File: config.mk
export PLATFORM = sky130hd
export DESIGN_NAME = ifetch_unit
export DESIGN_NICKNAME = d
export VERILOG_FILES = /design/src/rtl/ifetch_unit.sv
export SDC_FILE = /design/constraint.sdc
export NUM_CORES = 1
export LEC_CHECK = 0
export CELL_PAD_IN_SITES_DETAIL_PLACEMENT = 1
export CELL_PAD_IN_SITES_GLOBAL_PLACEMENT = 2
export CORE_MARGIN = 4
export CORE_UTILIZATION = 27
export CTS_CLUSTER_SIZE = 12
export DETAILED_ROUTE_END_ITERATION = 6
export GPL_TIMING_DRIVEN = 0
export PLACE_DENSITY_LB_ADDON = 0.1
export SLEW_MARGIN = 10
export SYNTH_ARGS = -nofsm -noshare
export SYNTH_HDL_FRONTEND = slang
export SYNTH_SLANG_ARGS = --single-unit
File: constraint.sdc
create_clock -name clk -period 3.9 [get_ports clk]
set_clock_uncertainty 0.2 [all_clocks]
set_input_delay 0.78 -clock clk [delete_from_list [all_inputs] [get_ports clk]]
set_output_delay 0.78 -clock clk [all_outputs]
set_load 0.01 [all_outputs]
File: src/rtl/ifetch_unit.sv
// rtl/ifetch_unit.sv - instruction-fetch stage: PC register, imem req/ack fetch FSM, next-PC select
// Fetches one word at a time, holds it on ins until retired, then steps to PC+4, beq target or j target.
module ifetch_unit #(
  parameter logic [31:0] RESET_PC = 32'h0000_0000,
  parameter int unsigned TIMEOUT  = 16
) (
  input  logic        clk,
  input  logic        rst_n,
  output logic        imem_req,
  output logic [31:0] imem_addr,
  input  logic        imem_ack,
  input  logic [31:0] imem_rdata,
  output logic [31:0] ins,
  output logic        ins_valid,
  input  logic        ins_ready,
  input  logic        branch,
  input  logic        jump,
  input  logic        zero,
  output logic [31:0] pc,
  output logic        fetch_err
);

  localparam int CW = $clog2(TIMEOUT + 1);
  localparam logic [31:0] RESET_PC_ALIGNED = {RESET_PC[31:2], 2'b00};

  typedef enum logic [1:0] {S_RST, S_FETCH, S_ISSUE} state_t;

  state_t         state, stateNext;
  logic [CW-1:0]  waitCnt, waitCntNext;
  logic [31:0]    pcNext, insNext, pc4, branchOff, targetPc;
  logic           insValidNext, reqNext, errNext;

  assign imem_addr = pc;

  // Target select: jump has priority over a taken branch.
  assign pc4       = pc + 32'd4;
  assign branchOff = {{14{ins[15]}}, ins[15:0], 2'b00};
  always_comb begin
    targetPc = pc4;
    if (jump)
      targetPc = {pc4[31:28], ins[25:0], 2'b00};
    else if (branch && zero)
      targetPc = pc4 + branchOff;
  end

  always_comb begin
    stateNext    = state;
    waitCntNext  = waitCnt;
    pcNext       = pc;
    insNext      = ins;
    insValidNext = ins_valid;
    reqNext      = imem_req;
    errNext      = fetch_err;
    case (state)
      S_RST: begin
        stateNext = S_FETCH;
        reqNext   = 1'b1;
      end
      S_FETCH: begin
        reqNext = 1'b1;
        if (imem_ack) begin
          insNext      = imem_rdata;
          insValidNext = 1'b1;
          reqNext      = 1'b0;
          waitCntNext  = '0;
          stateNext    = S_ISSUE;
        end else if (waitCnt == CW'(TIMEOUT - 1)) begin
          // Flag the stall but keep the request up so memory can still answer.
          errNext     = 1'b1;
          waitCntNext = '0;
        end else begin
          waitCntNext = waitCnt + CW'(1);
        end
      end
      S_ISSUE: begin
        if (ins_ready && ins_valid) begin
          insValidNext = 1'b0;
          pcNext       = targetPc;
          reqNext      = 1'b1;
          stateNext    = S_FETCH;
        end
      end
      default: stateNext = S_RST;
    endcase
  end

  always_ff @(posedge clk or negedge rst_n) begin
    if (!rst_n) begin
      state     <= S_RST;
      waitCnt   <= '0;
      pc        <= RESET_PC_ALIGNED;
      ins       <= '0;
      ins_valid <= 1'b0;
      imem_req  <= 1'b0;
      fetch_err <= 1'b0;
    end else begin
      state     <= stateNext;
      waitCnt   <= waitCntNext;
      pc        <= pcNext;
      ins       <= insNext;
      ins_valid <= insValidNext;
      imem_req  <= reqNext;
      fetch_err <= errNext;
    end
  end

endmodule

==> results.md, run 1 <==
- Skew-Pair Late Insertion Delay: 0.35 ns
- # nets final: around 960
- Pleak: 3.70 nW
- H-tree depth: 3
- Total GRT Usage: approximately a fifth
- Clk root buf: clkbuf_16
- DR top layer: met4
- Clock group share of total power: 10.4%
- Setup Viol. Count Final: 3
- Met1 WL: 10.6 mm
- Detailed-route DRC error count: 0
- WP data required: ~3.9 ns
- Switching pwr: slightly below 4 mW
- FF-to-FF End: imem_addr[31]
- Most common cell after layout, fill and taps aside: clkdlybuf4s50_1
- R2R Setup Slk: -0.05 ns
- Synth Warn #: 0
- First-pass detailed-route iteration total: 4
- PD cells: ~990 nW/um^2
- GRT Residual Overflow: 0
- Met2 WL post-DR: 11.6 mm
- Final Hold Fails: 0
- Post-Synth Adder-Cell Area: 8.40%
- FF+latch count, synth: 72
- Failing checks: setup timing
- Post-Synth Simple-Gate Area: 21.7%
- Worst hold margin: about 0.16 ns
- R2R depth: 15
- Worst Tran Pin Value: 1.30 ns
- Drt wl/cell: 20.5 um
- Clock transition at the registers of the reported paths: 0.07 ns
- Vias per cell: roughly 5
- MaxCap Viol Count: 0
- IO Pins: 138
- Tmin final: 3.95 ns
- Initial antenna violation count: 0
- Post-DRT Antenna Nets: 0
- CTS tree: built
- Synth top area cells: dfrtp_1 (31%), ha_1 (8.1%), mux2_2 (6.1%), nand2_1 (4.8%), buf_4 (4.3%)
- Antenna diodes: 0
- Sequential power share: approximately a fifth
- Layout cells sized above 1: 26.0%
- Die area: 24,300 sq um
- Design Power: about 8.7 mW
- Crit start category: register
- Core Region: 21,300 sq um
- Met3 wire len: 918 um
- First-pass GRT wire length: 37.2 mm
- Dominant cell type by area after synthesis: dfrtp_1
- Top fanout value on the critical path: 9
- Relative slew slack: 13.1%
- Int Power: 4.71 mW
- Crit end category: register
- Number of global-route vias before repair: 6,527
- Unrepaired setup endpoints after global routing: true
- Hold-fix buffers at CTS: 0
- Final WS setup: -0.0468 ns
- Worst Hold Class: primary input to asynchronous set/reset pin
- Rows: 53
- Fin crit share: 101%
- Final Max Tran Viols: 0
- Area growth syn-to-layout: 48.7%
- Max incr delay on CP: 0.51 ns
- Starting Density: 27.7%
- Die height: 156 um
- TritonCTS Sinks: 72
- Mux share of post-synthesis cell area: 6.62%
- Combinational share of power: a little over 70%
- Syn Std Cell Area: approximately 5900 sq um
- Reg2reg start: imem_addr[17]
- Largest net degree at the start of global routing: 47
- Inserted Clock Buffers: 9
- FMAX: between 0.2 and 0.3 GHz
- Port bufs: approximately 130
- Critical path class: register to register
- Ys async rst share: 100%
- Iter 0 DRT Violations: between 200 and 250
- Critical-path cell list: and3_1 > and4_1 > and2_1 > and4_1 > xor2_2 > ha_4 > and3_4 > a211o_1 > a21o_1 > buf_6 > a41oi_2 > or2_4 > a21o_1 > nand4_1 > nand3b_1
- Die width: approximately 160 um
- Top FF cell, synth: dfrtp_1
- Max stage delay cell, worst path: dfrtp_1
- Register area share after synthesis: 30.5%
- Share of the synthesized area in the top cell type: a little under a third
- CP Data Arrival Time: 3.98 ns
- Syn avg cell area: 8.50 sq um
- Cells after synthesis: approximately 690
- Status: finished, violations left
- VDD IR max: between 200 and 300 uV
- Commonest cells after routing, fill and taps aside: clkdlybuf4s50_1 (130), buf_4 (74), nand2_1 (73)
- Final WL: 23.7 mm
- Post-DP HPWL: roughly 18 mm
- Switching portion of total power: 45.7%
- Post-synth EDFFs: 0
- Main combinational cell family by area after synthesis: simple AND/OR/NAND/NOR gates
- Routability-driven placement congestion ratio: 0.842
- Synth Area in Compound Gates: 18.3%
- XOR/XNOR Fraction of Synth Area: 7.13%
- Vias: between 5,000 and 6,000
- Synth unique cells: between 60 and 70
- CTS max path bufs: 2
## layout make-up
type	count	area, sq um
Buffer	61	370
Clock buffer	9	225
Fill cell	2423	12500
Sequential cell	72	1820
Multi-Input combinational cell	547	4160
Inverter	10	37.5
Tap cell	275	344
Clock inverter	7	85.1
Timing Repair Buffer	180	1720
## worst max path at each step
stage / startpoint / endpoint / slack, ns
2_1_floorplan: imem_addr[4] / imem_addr[27] / 0.16
3_3_place_gp: imem_addr[4] / imem_addr[27] / -1.14
3_5_place_dp: imem_addr[4] / imem_addr[27] / -1.18
4_1_cts: imem_addr[4] / imem_addr[31] / -0.17
5_1_grt: imem_addr[4] / imem_addr[27] / -0.25
6_report: imem_addr[17] / imem_addr[31] / -0.05
## routing by layer
layer  GRT usage [%]  up-vias
li1                -     2837
met1            25.0     2965
met2            33.1      125
met3            3.91       34
met4            6.04        0
met5               0        -
## registers in the layout (all words and copies together) (netlist names)
name / cells
fetch_err: 1
imem_addr: 30
imem_req: 1
ins: 32
ins_valid: 1
state: 2
waitCnt: 5
## cell usage after synthesis (4+ instances only)
cell type,count
dfrtp_1,72
o21ai_1,4
o211ai_1,7
a211o_1,4
o31ai_1,4
inv_1,10
a21oi_1,46
nand3b_1,4
nand2b_1,6
nor4_1,4
nand2_1,76
o21ai_0,45
xnor2_1,29
o21bai_1,5
nand4_1,18
clkbuf_1,27
nand3_1,24
a21o_1,18
and3_1,10
a211oi_1,8
xor2_1,19
nor2b_1,8
mux2_2,32
and2_1,5
buf_4,34
a31oi_1,8
ha_1,38
buf_2,5
or2_2,4
or3_1,5
nor3_1,22
nor2_1,42
## worst max-delay path: cells and delay by family, from the launching register on
family	cells	cell delay (ns)
AO/OA/AOI/OAI	4	0.77
flip-flops	1	0.51
XOR/XNOR	1	0.25
adder cells (fa/ha/maj)	1	0.27
AND/OR/NAND/NOR	8	1.70
buffers and inverters	1	0.12
## cell families after synthesis
kind of cell,count (synthesis)
AND/OR/NAND/NOR,249
XOR/XNOR,48
multiplexers,35
flip-flops,72
AO/OA/AOI/OAI,172
buffers and inverters,78
other,1
adder cells (fa/ha/maj),39
## timing repair
action                     CTS  global route
pin swaps                   39            32
gates resized for setup     76            37
setup endpoints to repair   13            12
buffers inserted            31            16
## power groups by stage
stage	logic [mW]	registers [mW]	clock network, mW
detailed placement	5.10	1.63	0
finish	6.11	1.66	0.907
global placement	5.04	1.60	0
CTS	5.77	1.67	0.937
floorplan	3.17	1.59	0
global route	6.66	1.73	0.972
## per-stage QoR
| stage | setup WS (ns) | util, % | setup TNS (ns) | std cells | area, sq um |
|---|---|---|---|---|---|
| 2_1_floorplan | 0.158 | - | 0 | 697 | 5910 |
| 3_3_place_gp | -1.14 | 35.5 | -84.86 | 1103 | 7560 |
| 3_5_place_dp | -1.18 | 35.7 | -7.96 | 1105 | 7600 |
| 4_1_cts | -0.170 | 39.9 | -0.566 | 1146 | 8500 |
| 5_1_grt | -0.249 | 41.2 | -1.07 | 1161 | 8770 |
| 6_report | -0.0468 | 41.2 | -0.106 | 1161 | 8770 |
No activity file was read; power rests on OpenSTA's default activity.
==> run 2: changes to the inputs <==
CORE_UTILIZATION = 28   (was 27)
CTS_BUF_LIST = sky130_fd_sc_hd__clkbuf_8   (was not set)
CTS_CLUSTER_SIZE = not set   (was 12)
MAX_ROUTING_LAYER = met4   (was not set)
==> results.md, run 2 (synthesis gave the netlist of run 1 again) <==
- Status: finished, violations left
- Failing checks: setup timing
- WP data required: 3.96 ns (+0.03 ns)
- FMAX: 0.256 GHz (+1.2%)
- Post-DP HPWL: 17.6 mm (-0.43%)
- H-tree depth: 3 (unchanged)
- Total GRT Usage: 20.3% (+0.81 points)
- Clock group share of total power: 7.4% (-3.0 points)
- Worst Hold Class: primary input to asynchronous set/reset pin
- Crit start category: register
- Setup Viol. Count Final: 1 (-2)
- Int Power: 4.36 mW (-7.4%)
- Skew-Pair Late Insertion Delay: 0.39 ns (+0.04 ns)
- Vias per cell: 5.18 (+0.85%)
- Most common cell after layout, fill and taps aside: clkdlybuf4s50_1
- Area of the multi-input gates: 4100 sq um (-1.6%)
- R2R Setup Slk: -0.0002 ns (+0.05 ns)
- FF-to-FF End: imem_addr[27]
- Critical-path cell list: buf_6 > and4_4 > nand2_4 > or4_4 > xnor2_2 > ha_1 > nand2_1 > or2_2 > o21ai_2 > a221oi_2 > o31ai_4 > nor2b_4 > mux2i_1 > o211ai_1 > nand3_1
- PD cells: 969 nW/um^2 (-2.0%)
- Inserted Clock Buffers: 9 (unchanged)
- Max stage delay cell, worst path: or4_4
- Final Hold Fails: 0 (unchanged)
- CTS tree: built
- Max incr delay on CP: 0.54 ns (+0.03 ns)
- Vias: 5,965 (+0.067%)
- Tmin final: 3.90 ns (-0.0466 ns)
- Switching pwr: 3.90 mW (-1.8%)
- Starting Density: 28.8% (+1.1 points)
- MaxCap Viol Count: 0 (unchanged)
- CP Data Arrival Time: 3.96 ns (-0.02 ns)
- First-pass GRT wire length: 36.8 mm (-1.1%)
- Largest net degree at the start of global routing: 46 (-2.1%)
- Detailed-route DRC error count: 0 (unchanged)
- Number of global-route vias before repair: 6,529 (+0.031%)
- Design Power: 8.26 mW (-4.8%)
- # nets final: 955 (-0.42%)
- Fin cells: 1,152 (-0.78%)
- Hold-fix buffers at CTS: 0 (unchanged)
- DR top layer: met4
- Final WS setup: -0.000232 ns (+0.0466 ns)
- Core Region: 20,500 sq um (-3.7%)
- Met2 WL post-DR: 11.5 mm (-1.4%)
- CTS max path bufs: 2 (unchanged)
- Drt wl/cell: 20.3 um (-0.72%)
- Unrepaired setup endpoints after global routing: true
- Die width: 153 um (-1.7%)
- Initial antenna violation count: 0 (unchanged)
- Top fanout value on the critical path: 5 (-4)
- Layout cells sized above 1: 25.3% (-0.68 points)
- Placed cells: 1,099 (-0.54%)
- Antenna diodes: 0 (unchanged)
- Pleak: 3.60 nW (-2.8%)
- Crit path max-delay family: simple AND/OR/NAND/NOR gates
- Most flops, register: ins
- Max reg flops: 32 (unchanged)
- Register area: 1820 sq um (+0.14%)
- Post-DRT Antenna Nets: 0 (unchanged)
- First-pass detailed-route iteration total: 4 (unchanged)
- Worst Tran Pin Value: 1.30 ns (-0.000268 ns)
- Pre-CTS setup slack: -1.14 ns (+0.0465 ns)
- Iter 0 DRT Violations: 257 (+10%)
- Met1 WL: 10.8 mm (+1.6%)
- Area growth syn-to-layout: 44.5%
- Fin crit share: 100% (-1.2 points)
- Sequential power share: 19.9% (+0.8 points)
- Critical path class: register to register
- Clk root buf: clkbuf_8
- Clock transition at the registers of the reported paths: 0.10 ns (+0.03 ns)
- Relative slew slack: 13.1% (+0.018 points)
- Switching portion of total power: 47.2% (+1.5 points)
- Rows: 52 (-1.9%)
- VDD IR max: 338 uV (+17%)
- Commonest cells after routing, fill and taps aside: clkdlybuf4s50_1 (130), buf_4 (76), nand2_1 (73)
- Crit end category: register
- Final Max Tran Viols: 0 (unchanged)
- Die height: 153 um (-1.7%)
- Die area: 23,500 sq um (-3.4%)
- Met3 wire len: 602 um (-34%)
- Combinational share of power: 72.7% (+2.3 points)
- Routability-driven placement congestion ratio: 0.881 (+4.6%)
- Buf/Inv on CP: 1 (unchanged)
- Reg2reg start: imem_addr[4]
- TritonCTS Sinks: 72 (unchanged)
- GRT Residual Overflow: 0 (unchanged)
- Setup_tns: -0.000232 ns (+0.105 ns)
- R2R depth: 15 (unchanged)
- Final WL: 23.4 mm (-1.5%)
- Number of fill cells: 2,407 (-0.66%)
- Port bufs: 131 (unchanged)
- IO Pins: 138 (unchanged)
run 2: cell types whose count changed in the layout (fill, tap and decap cells not counted), moves of 2 or more:
cell       change
buf_4          +2
dfrtp_2        +2
clkinv_4       +2
dfrtp_1        -2
clkbuf_8       +9
buf_6          -6
clkbuf_16      -9
run 2: power groups by stage:
stage / Combinational [mW] / Sequential, mW / Clock [mW]
CTS: 5.72 / 1.64 / 0.640
detailed placement: 5.13 / 1.62 / 0
floorplan: 3.17 / 1.59 / 0
global placement: 5.04 / 1.60 / 0
finish: 6.00 / 1.64 / 0.614
global route: 6.53 / 1.72 / 0.666
run 2: layout make-up:
type                       instances  area share (%)
inverter                          10           0.441
clock inverter                     7           0.734
tap                              270            3.96
multi-input combinational        547            48.1
sequential                        72            21.4
timing repair buffer             175            19.6
buffer                            62            4.39
clock buffer                       9            1.45
run 2: repair_timing:
item	in CTS	in global routing
pin swaps	30	15
setup buffers	34	9
resized for setup	66	33
setup endpoints to repair	13	10
run 2: worst max-delay path by stage:
stage	start	end	depth (start not counted)
after floorplan	imem_addr[4]	imem_addr[27]	15
after global placement	imem_addr[4]	imem_addr[27]	16
after detailed placement	imem_addr[4]	imem_addr[27]	16
after CTS	imem_addr[4]	imem_addr[27]	16
after global routing	imem_addr[4]	imem_addr[28]	17
final	imem_addr[4]	imem_addr[27]	15
run 2: through the flow:
stage	util, %	hold WS [ns]	area [sq um]
global placement	36.9	0.252	7560
detailed placement	37.0	0.254	7590
finish	41.6	0.124	8520
CTS	40.5	0.122	8300
floorplan	-	0.258	5910
global route	41.6	0.143	8520
run 2: per-layer routing:
| layer | track usage, % | up-vias |
|---|---|---|
| met5 | - | - |
| met4 | 6.49 | 0 |
| met3 | 2.46 | 25 |
| met2 | 33.8 | 120 |
| met1 | 25.9 | 2988 |
| li1 | - | 2832 |
